[src/rtl/ysyx_25040111_lsu.sv]
// Load/store and writeback stage: one executed instruction at a time, a single
// outstanding AXI4-Lite access, then a one-cycle GPR/CSR writeback and commit.
module ysyx_25040111_lsu #(
  parameter logic [3:0] LD_FAULT_CAUSE = 4'd5,
  parameter logic [3:0] ST_FAULT_CAUSE = 4'd7
) (
  input  logic        clock,
  input  logic        reset,
  input  logic        abt_valid,
  output logic        abt_ready,
  input  logic        abt_men,
  input  logic        abt_write,
  input  logic        abt_rsign,
  input  logic [1:0]  abt_mask,
  input  logic [31:0] abt_addr,
  input  logic [31:0] abt_wdata,
  input  logic [4:0]  abt_ard,
  input  logic [31:0] abt_rd,
  input  logic        abt_gen,
  input  logic [11:0] abt_acsr,
  input  logic [31:0] abt_csr,
  input  logic        abt_sen,
  input  logic [31:0] abt_pc,
  input  logic        abt_err,
  input  logic [3:0]  abt_errtp,
  output logic        abt_finish,
  output logic [4:0]  abt_frd,
  output logic        gpr_wen,
  output logic [4:0]  gpr_waddr,
  output logic [31:0] gpr_wdata,
  output logic        csr_wen,
  output logic [11:0] csr_waddr,
  output logic [31:0] csr_wdata,
  output logic        commit,
  output logic [31:0] commit_pc,
  output logic        trap,
  output logic [3:0]  trap_cause,
  output logic [31:0] araddr,
  output logic        arvalid,
  input  logic        arready,
  input  logic [31:0] rdata,
  input  logic [1:0]  rresp,
  input  logic        rvalid,
  output logic        rready,
  output logic [31:0] awaddr,
  output logic        awvalid,
  input  logic        awready,
  output logic [31:0] wdata,
  output logic [3:0]  wstrb,
  output logic        wvalid,
  input  logic        wready,
  input  logic [1:0]  bresp,
  input  logic        bvalid,
  output logic        bready
);

  typedef enum logic [2:0] {
    IDLE  = 3'd0,
    RD_A  = 3'd1,
    RD_D  = 3'd2,
    WR_AW = 3'd3,
    WR_B  = 3'd4,
    WB    = 3'd5
  } state_t;

  state_t state_r, state_s;

  logic        rsign_r, gen_r, sen_r, err_r;
  logic [1:0]  mask_r, off_r;
  logic [4:0]  ard_r;
  logic [31:0] rd_r, csr_r, pc_r;
  logic [11:0] acsr_r;
  logic [3:0]  errtp_r;

  logic        accept_s, awvalid_s, wvalid_s;
  logic        wb_load_s, wb_fault_s, wb_gen_s, wb_sen_s, wb_err_s;
  logic [31:0] wb_data_s, wb_csr_s, wb_pc_s;
  logic [4:0]  wb_ard_s;
  logic [11:0] wb_acsr_s;
  logic [3:0]  wb_errtp_s;

  function automatic logic [31:0] load_extract(input logic [31:0] data, input logic [1:0] off,
                                               input logic [1:0] mask, input logic rsign);
    logic [31:0] sh_b, sh_h, res;
    sh_b = data >> {off, 3'b000};
    sh_h = data >> {off[1], 4'b0000};
    case (mask)
      2'b01:   res = {{24{rsign & sh_b[7]}}, sh_b[7:0]};
      2'b10:   res = {{16{rsign & sh_h[15]}}, sh_h[15:0]};
      default: res = data;
    endcase
    return res;
  endfunction

  function automatic logic [3:0] store_strobe(input logic [1:0] off, input logic [1:0] mask);
    logic [3:0] res;
    case (mask)
      2'b01:   res = 4'b0001 << off;
      2'b10:   res = 4'b0011 << {off[1], 1'b0};
      default: res = 4'b1111;
    endcase
    return res;
  endfunction

  assign accept_s = abt_valid & abt_ready;

  // Next state, AW/W valid tracking and the values written back on entry to WB
  always_comb begin
    state_s    = state_r;
    awvalid_s  = 1'b0;
    wvalid_s   = 1'b0;
    wb_load_s  = 1'b0;
    wb_fault_s = 1'b0;
    wb_data_s  = rd_r;
    wb_ard_s   = ard_r;
    wb_gen_s   = gen_r;
    wb_sen_s   = sen_r;
    wb_acsr_s  = acsr_r;
    wb_csr_s   = csr_r;
    wb_pc_s    = pc_r;
    wb_err_s   = err_r;
    wb_errtp_s = errtp_r;
    case (state_r)
      IDLE: begin
        // A non-memory op writes back straight from the inputs to hit 1-cycle latency
        wb_data_s  = abt_rd;
        wb_ard_s   = abt_ard;
        wb_gen_s   = abt_gen;
        wb_sen_s   = abt_sen;
        wb_acsr_s  = abt_acsr;
        wb_csr_s   = abt_csr;
        wb_pc_s    = abt_pc;
        wb_err_s   = abt_err;
        wb_errtp_s = abt_errtp;
        if (!accept_s) begin
          state_s = IDLE;
        end else if (!abt_men) begin
          state_s = WB;
        end else if (abt_write) begin
          state_s   = WR_AW;
          awvalid_s = 1'b1;
          wvalid_s  = 1'b1;
        end else begin
          state_s = RD_A;
        end
      end
      RD_A: begin
        if (arready) state_s = RD_D;
        else         state_s = RD_A;
      end
      RD_D: begin
        wb_load_s  = 1'b1;
        wb_fault_s = (rresp != 2'b00);
        wb_data_s  = load_extract(rdata, off_r, mask_r, rsign_r);
        if (rvalid) state_s = WB;
        else        state_s = RD_D;
      end
      WR_AW: begin
        awvalid_s = awvalid & ~awready;
        wvalid_s  = wvalid & ~wready;
        if (!awvalid_s && !wvalid_s) state_s = WR_B;
        else                         state_s = WR_AW;
      end
      WR_B: begin
        wb_fault_s = (bresp != 2'b00);
        if (bvalid) state_s = WB;
        else        state_s = WR_B;
      end
      WB:      state_s = IDLE;
      default: state_s = IDLE;
    endcase
  end

  // State register and registered handshake outputs
  always_ff @(posedge clock) begin
    if (!reset) begin
      state_r   <= IDLE;
      abt_ready <= 1'b0;
      arvalid   <= 1'b0;
      rready    <= 1'b0;
      awvalid   <= 1'b0;
      wvalid    <= 1'b0;
      bready    <= 1'b0;
    end else begin
      state_r   <= state_s;
      abt_ready <= (state_s == IDLE);
      arvalid   <= (state_s == RD_A);
      rready    <= (state_s == RD_D);
      awvalid   <= awvalid_s;
      wvalid    <= wvalid_s;
      bready    <= (state_s == WR_B);
    end
  end

  // Capture the instruction and drive the bus address/data on accept
  always_ff @(posedge clock) begin
    if (!reset) begin
      {rsign_r, gen_r, sen_r, err_r} <= 4'b0000;
      {mask_r, off_r} <= 4'b0000;
      ard_r   <= 5'd0;
      rd_r    <= 32'd0;
      csr_r   <= 32'd0;
      pc_r    <= 32'd0;
      acsr_r  <= 12'd0;
      errtp_r <= 4'd0;
      araddr  <= 32'd0;
      awaddr  <= 32'd0;
      wdata   <= 32'd0;
      wstrb   <= 4'd0;
    end else if (accept_s) begin
      rsign_r <= abt_rsign;
      gen_r   <= abt_gen;
      sen_r   <= abt_sen;
      err_r   <= abt_err;
      mask_r  <= abt_mask;
      off_r   <= abt_addr[1:0];
      ard_r   <= abt_ard;
      rd_r    <= abt_rd;
      csr_r   <= abt_csr;
      pc_r    <= abt_pc;
      acsr_r  <= abt_acsr;
      errtp_r <= abt_errtp;
      araddr  <= {abt_addr[31:2], 2'b00};
      awaddr  <= {abt_addr[31:2], 2'b00};
      wdata   <= abt_wdata << {abt_addr[1:0], 3'b000};
      wstrb   <= store_strobe(abt_addr[1:0], abt_mask);
    end
  end

  // One-cycle writeback, commit and trap outputs
  always_ff @(posedge clock) begin
    if (!reset || state_s != WB) begin
      commit     <= 1'b0;
      commit_pc  <= 32'd0;
      gpr_wen    <= 1'b0;
      gpr_waddr  <= 5'd0;
      gpr_wdata  <= 32'd0;
      csr_wen    <= 1'b0;
      csr_waddr  <= 12'd0;
      csr_wdata  <= 32'd0;
      abt_finish <= 1'b0;
      abt_frd    <= 5'd0;
      trap       <= 1'b0;
      trap_cause <= 4'd0;
    end else begin
      commit     <= 1'b1;
      commit_pc  <= wb_pc_s;
      gpr_wen    <= wb_gen_s & (wb_ard_s != 5'd0) & ~wb_fault_s;
      gpr_waddr  <= wb_ard_s;
      gpr_wdata  <= wb_data_s;
      csr_wen    <= wb_sen_s;
      csr_waddr  <= wb_acsr_s;
      csr_wdata  <= wb_csr_s;
      abt_finish <= wb_load_s;
      abt_frd    <= wb_ard_s;
      trap       <= wb_err_s | wb_fault_s;
      if (wb_err_s)        trap_cause <= wb_errtp_s;
      else if (!wb_fault_s) trap_cause <= 4'd0;
      else if (wb_load_s)  trap_cause <= LD_FAULT_CAUSE;
      else                 trap_cause <= ST_FAULT_CAUSE;
    end
  end

endmodule

[config.mk]
export PLATFORM = sky130hd
export DESIGN_NAME = ysyx_25040111_lsu
export DESIGN_NICKNAME = d
export VERILOG_FILES = /design/src/rtl/ysyx_25040111_lsu.sv
export SDC_FILE = /design/constraint.sdc
export NUM_CORES = 1
export LEC_CHECK = 0
export ABC_AREA = 1
export BUFFER_PORTS_ARGS = -buffer_cell sky130_fd_sc_hd__buf_2
export CAP_MARGIN = 15
export CORE_AREA = 3 3 181 183
export CTS_CLUSTER_SIZE = 25
export DETAILED_ROUTE_END_ITERATION = 8
export DIE_AREA = 0 0 184 186
export GPL_ROUTABILITY_DRIVEN = 0
export GPL_TIMING_DRIVEN = 0
export PLACE_DENSITY = 0.72
export SYNTH_ARGS = -nofsm -noshare
export SYNTH_HDL_FRONTEND = slang
export SYNTH_SLANG_ARGS = --single-unit
[constraint.sdc]
create_clock -name clock -period 2.1 [get_ports clock]
set_input_delay 0.42 -clock clock [delete_from_list [all_inputs] [get_ports clock]]
set_output_delay 0.42 -clock clock [all_outputs]
set_load 0.05 [all_outputs]
# Yosys cells after proc, flatten, opt, wreduce, memory -nomap -nowiden
# Index checks and enable logic that the tools add are counted.
# W data, S select, Z words.
[op_classes]
eq_ne = 12
shifts = 5
reduce_logical = 10
n_mux = 30
bitwise_logic = 11
[op_table]
columns = ["cell", "n"]
rows = [
  ["$pmux W32 S2", 2],
  ["$mux W32", 2],
  ["$shl A32 B5 Y32", 1],
  ["$shr A32 B5 Y16", 1],
  ["$shr A32 B5 Y8", 1],
  ["$mux W3", 5],
  ["$pmux W3 S5", 1],
  ["$mux W12", 1],
  ["$eq A3 B2 Y1 const B", 3],
  ["$mux W1", 9],
  ["$mux W4", 2],
  ["$pmux W4 S2", 1],
  ["$and A1 B1 Y1", 7],
  ["$eq A3 B1 Y1 const B", 2],
  ["$eq A3 B3 Y1 const B", 2],
  ["$logic_not A3 Y1", 2],
  ["$mux W2", 3],
  ["$pmux W1 S2", 3],
  ["$mux W5", 1],
  ["$reduce_bool A5 Y1", 1],
  ["$eq A2 B1 Y1 const B", 2],
  ["$eq A2 B2 Y1 const B", 2],
  ["$reduce_bool A2 Y1", 2],
  ["$shl A1 B2 Y4 const A", 1],
  ["other kinds (7)", 11],
]
[word_totals]
inputBits = 233
ff_bits = 322
wordCells = 101

# Depth between registers and ports, before layout
[depth]
word_depth = 9
depth_mapped = 14
depth_no_buf = 12

# Worst setup path after synthesis
# Ideal clock, no wire load.
[synth_timing]
path_kind = "flip-flop to flip-flop"
startpoint = "reg abt_ready"
endpoint = "reg gpr_waddr[3]"
period_less_slack_ns = 1.906
t_required_ns = 1.974
stages_incl_launch_ff = 13
setup_slack_ns = 0.194
arrival_ns = 1.779
path_cell_list = "dfxtp_1 nand2_1 buf_2 nor2_1 nand2_2 nand2_2 nor2_4 nand2_4 inv_2 nand2_4 buf_6 buf_12 nor2_4"
[synth_via]
elab_chain_len = 5
[synth_rtl]
columns = ["item", "line_no", "text"]
rows = [
  ["start, declared", "10", "output logic abt_ready,"],
  ["start signal, assigned", "186", "abt_ready <= (state_s == IDLE);"],
  ["$and A1 B1 Y1", "105", "assign accept_s = abt_valid & abt_ready;"],
  ["$mux W3", "135", "if (!accept_s) begin"],
  ["$pmux W3 S5", "123", "case (state_r)"],
  ["$ne A3 B3 Y1", "232", "if (!reset || state_s != WB) begin"],
  ["$logic_or A1 B1 Y1", "232", ""],
  ["end signal, assigned", "249", "gpr_waddr <= wb_ard_s;"],
  ["end, declared", "29", "output logic [4:0] gpr_waddr,"],
]
# No other way between the ends.
# A chain may end at the register's enable or synchronous reset.

# Worst setup path after layout
[layout_timing]
startpoint = "reg abt_ready"
endpoint = "reg trap_cause[0]"
[layout_via]
elab_chain_len = 5
[layout_rtl]
columns = ["item", "line_no", "text"]
rows = [
  ["$and A1 B1 Y1", "105", ""],
  ["$mux W3", "135", ""],
  ["$pmux W3 S5", "123", ""],
  ["$ne A3 B3 Y1", "232", ""],
  ["$logic_or A1 B1 Y1", "232", ""],
  ["end signal, assigned", "257", "if (wb_err_s) trap_cause <= wb_errtp_s;"],
  ["end, declared", "37", "output logic [3:0] trap_cause,"],
]
# No other way between the ends.

==> impl_metrics.csv <==
group,metric,value,unit
cts,clock-sinks,322,
critical_path,cp_data_arrival_time,2.35,ns
floorplanning,initial_utilization,44.75,%
timing,hold_viol,0,
power_and_ir_drop,power.share.switching,38.92,%
critical_path,critPathMaxStageDelay,0.30,ns
power_and_ir_drop,switching_power,8.563,mW
routing,num_vias,14894,
routing,wirelength,50.02,mm
cts,tritoncts,"done",
power_and_ir_drop,power.internal,13.44,mW
routing,detail_route.iter0.violations,1042,
global_route,grt_pass1_wl,76.19,mm
critical_path,cp_top_family,"simple AND/OR/NAND/NOR gates",
critical_path,cp_data_required_time,2.48,ns
placed_design,dp_hpwl,38.61,mm
synth,yosysWarnings,0,
synth,synth_area_leader_cell,"dfxtp_1",
power_and_ir_drop,clockPowerShare,32.2,%
power_and_ir_drop,finalPower,22.00,mW
floorplanning,rows,65,
synth,post-synth-top-count-cell,"nand2_1",
power_and_ir_drop,power_frac_seq,33.6,%
power_and_ir_drop,peakVddDrop,0.0007090,V
critical_path,critical_path_class,"reg2reg",
flow_run,max_cap_violations,0,
routing,routedWlPerCell,17.04,um
placed_design,io_buffer_count,459,
timing,max_freq,0.5078,GHz
layout,drive_above_1_share,26.25,%
critical_path,end_kind,"flip-flop",
global_route,grt_pass1_vias,14313,
synth,async_flop_share,0,%
floorplanning,fp.dieH,186,um
synth,yosys_register_bits,322,
synth,synth_mux_area_share,0,%
routing,drc,0,
synth,synth_compound_area_share,18.06,%
critical_path,worst-path-max-fanout,10,
layout,n_fill_cell,2999,
cts,cts_buffer_depth,3,
synth,synth_top_family_by_area,"simple AND/OR/NAND/NOR gates",
timing,period_needed,1.969,ns
routing,ant_nets,0,
synth,synth.top_cells.by_area,"dfxtp_1 46%, nand2_1 11%, o21ai_0 10%",
floorplanning,core_area,31390,um^2
outcome,outcome,"completed",
routing,first_pass_iters,6,
timing,finalCritPeriodShare,93.77,%
critical_path,worstSetupStartpointType,"flip-flop",
global_route,antenna_found_initial,12,
global_route,gr-total-overflow,0,
synth,synth_top_area_share,45.89,%
synth,yosysSeqAreaShare,45.89,%
global_route,gr-usage-all-layers,28.10,%
cts,h-tree-depth,2,
timing,fin_skew,0.02259,ns
placed_design,dp_cells,2856,
critical_path,cp_slowest_cell,"dfxtp_1",
routing,viasPerCell,5.075,
timing,setup_viol,0,
synth,synth_adder_area_share,0.3563,%
power_and_ir_drop,pwr-share-comb,34.2,%
synth,syn_area,14050,um^2
synth,synth_cell_types,35,
synth,synthSimpleGateAreaFrac,21.62,%
floorplanning,die_x,184,um
cts,clock_latency,0.53,ns
power_and_ir_drop,p_leak,9.463,nW
cts,clk_pin_slew,0.06,ns
cts,cts-root-buf,"clkbuf_16",
synth,synth_edf_count,0,
layout,seqCellArea,6450,um^2
layout,final_cells,2935,
floorplanning,io_pins,466,
timing,tightest_slew,0.7077,ns
global_route,grt_max_degree,15,
layout,nNetsFinal,2731,
timing,relSlewSlack,52.82,%
synth,synthTopCellsByCount,"393 x nand2_1, 322 x dfxtp_1, 290 x inv_1",
critical_path,worst-path-buf-inv,3,
critical_path,cp_common_cell,"nand2_1",
synth,syn_inst,1992,
layout,multi_input_area,5659,um^2
critical_path,path_cells,"nand2_1 -> clkinvlp_4 -> nand3_1 -> nand2_1 -> nor2_1 -> nand2_1 -> nand2_4 -> inv_2 -> nand2_4 -> buf_2 -> nor2_1",
floorplanning,die_area,34220,um^2
synth,synth.avg_cell_area,7.052,um^2
cts,numCtsBuffers,36,
power_and_ir_drop,powerDensity,1202,nW/um^2
min_path,hold_path_class,"in2reg",
timing,final_max_slew_viol_count,0,
layout,syn2layout_area_growth,30.24,%
cts,ctsHoldBuffers,0,
synth,synth_flop_cell,"dfxtp_1",
synth,synthXorXnorAreaFrac,0,%
## tightest hold or removal path: cells and delay by family
family,cells,cell delay (ns)
buffers and inverters,2,0.14
AO/OA/AOI/OAI,1,0.05
## cell usage in the layout, fill, tap and decap left out, types with 5 or more instances in the layout
cell and instances:
a21oi_1 183, a221oi_1 6, a31oi_1 6, buf_1 7, buf_2 480, buf_4 42, bufinv_16 8, clkbuf_1 79
clkbuf_16 37, clkbuf_2 18, clkbuf_8 6, dfxtp_1 319, diode_2 11, inv_1 290, inv_2 5, nand2_1 393
nand3_1 55, nor2_1 209, nor2_4 33, o21ai_0 286
## layout make-up
type                            instances  area share, %
Clock inverter                         17          1.669
Clock buffer                           49          5.635
Inverter                              297          6.114
Sequential cell                       322          35.25
Multi-Input combinational cell       1211          30.93
Tap cell                              402          2.749
Timing Repair Buffer                  461          12.64
Buffer                                165          4.862
Antenna cell                           11         0.1504
## cells by family (layout without fill, tap and decap cells)
group	after synthesis	count (layout)
buffers and inverters	462	989
other	1	15
DFF	322	322
and+or+nand+nor	708	708
AOI/OAI and AO/OA	495	495
adders and majority gates	4	4
## routing by layer
| metal | share of wire [%] | global-route usage (%) | vias up |
|---|---|---|---|
| met4 | 3.7 | 11.76 | 4 |
| met3 | 8.5 | 5.902 | 119 |
| met1 | 41 | 35.14 | 6847 |
| li1 | - | - | 7201 |
| met2 | 47 | 47.31 | 723 |
| met5 | 0.074 | 0 | - |
## flip-flops by register name, indices dropped and copies added, names as in the netlist, 4 cells and up
signal	cells
commit_pc	32
csr_r	32
csr_wdata	32
gpr_wdata	32
pc_r	32
rd_r	32
wdata	32
araddr	30
acsr_r	12
csr_waddr	12
ard_r	5
gpr_waddr	5
errtp_r	4
trap_cause	4
wstrb	4
## metrics by stage
| step | util (%) | setup TNS (ns) | hold WS, ns | worst slack (ns) | area, um^2 |
|---|---|---|---|---|---|
| CTS | 58.02 | 0 | 0.1225 | 0.008421 | 18220 |
| global route | 58.27 | -0.01242 | 0.1465 | -0.01242 | 18290 |
| floorplan | - | 0 | 0.4245 | 0.1944 | 14060 |
| detailed placement | 53.71 | -41.25 | 0.4428 | -0.3850 | 16860 |
| global placement | 53.71 | -38.95 | 0.4374 | -0.3962 | 16860 |
| finish | 58.28 | 0 | 0.1404 | 0.1308 | 18300 |
## final timing paths
| kind | startpoint | end | slack [ns] | cells past startpoint |
|---|---|---|---|---|
| min reg2reg | rd_r[5]$_SDFFE_PN0P_ | rd_r[5]$_SDFFE_PN0P_ | 0.45 | 2 |
| max | abt_ready$_SDFF_PN0_ | trap_cause[0]$_SDFF_PP0_ | 0.13 | 11 |
| max reg2reg | abt_ready$_SDFF_PN0_ | trap_cause[0]$_SDFF_PP0_ | 0.13 | 11 |
| min | abt_csr[28] | csr_r[28]$_SDFFE_PN0P_ | 0.14 | 3 |
## power by group through the flow
stage               registers [mW]  clock network [mW]  logic (mW)
CTS                           7.37                7.18        7.43
global route                  7.47                7.41        8.28
floorplan                     8.50                   0        4.24
finish                        7.38                7.09        7.53
global placement              7.46                   0        7.25
detailed placement            7.49                   0        7.36
## repair_timing
action / in CTS / in global routing
buffers inserted: 0 / 2
cloned: 0 / 0
endpoints found under the setup margin: 45 / 125
hold endpoints to repair: 0 / 0
resized for setup: 9 / 33
No activity file was read; power rests on OpenSTA's default activity.
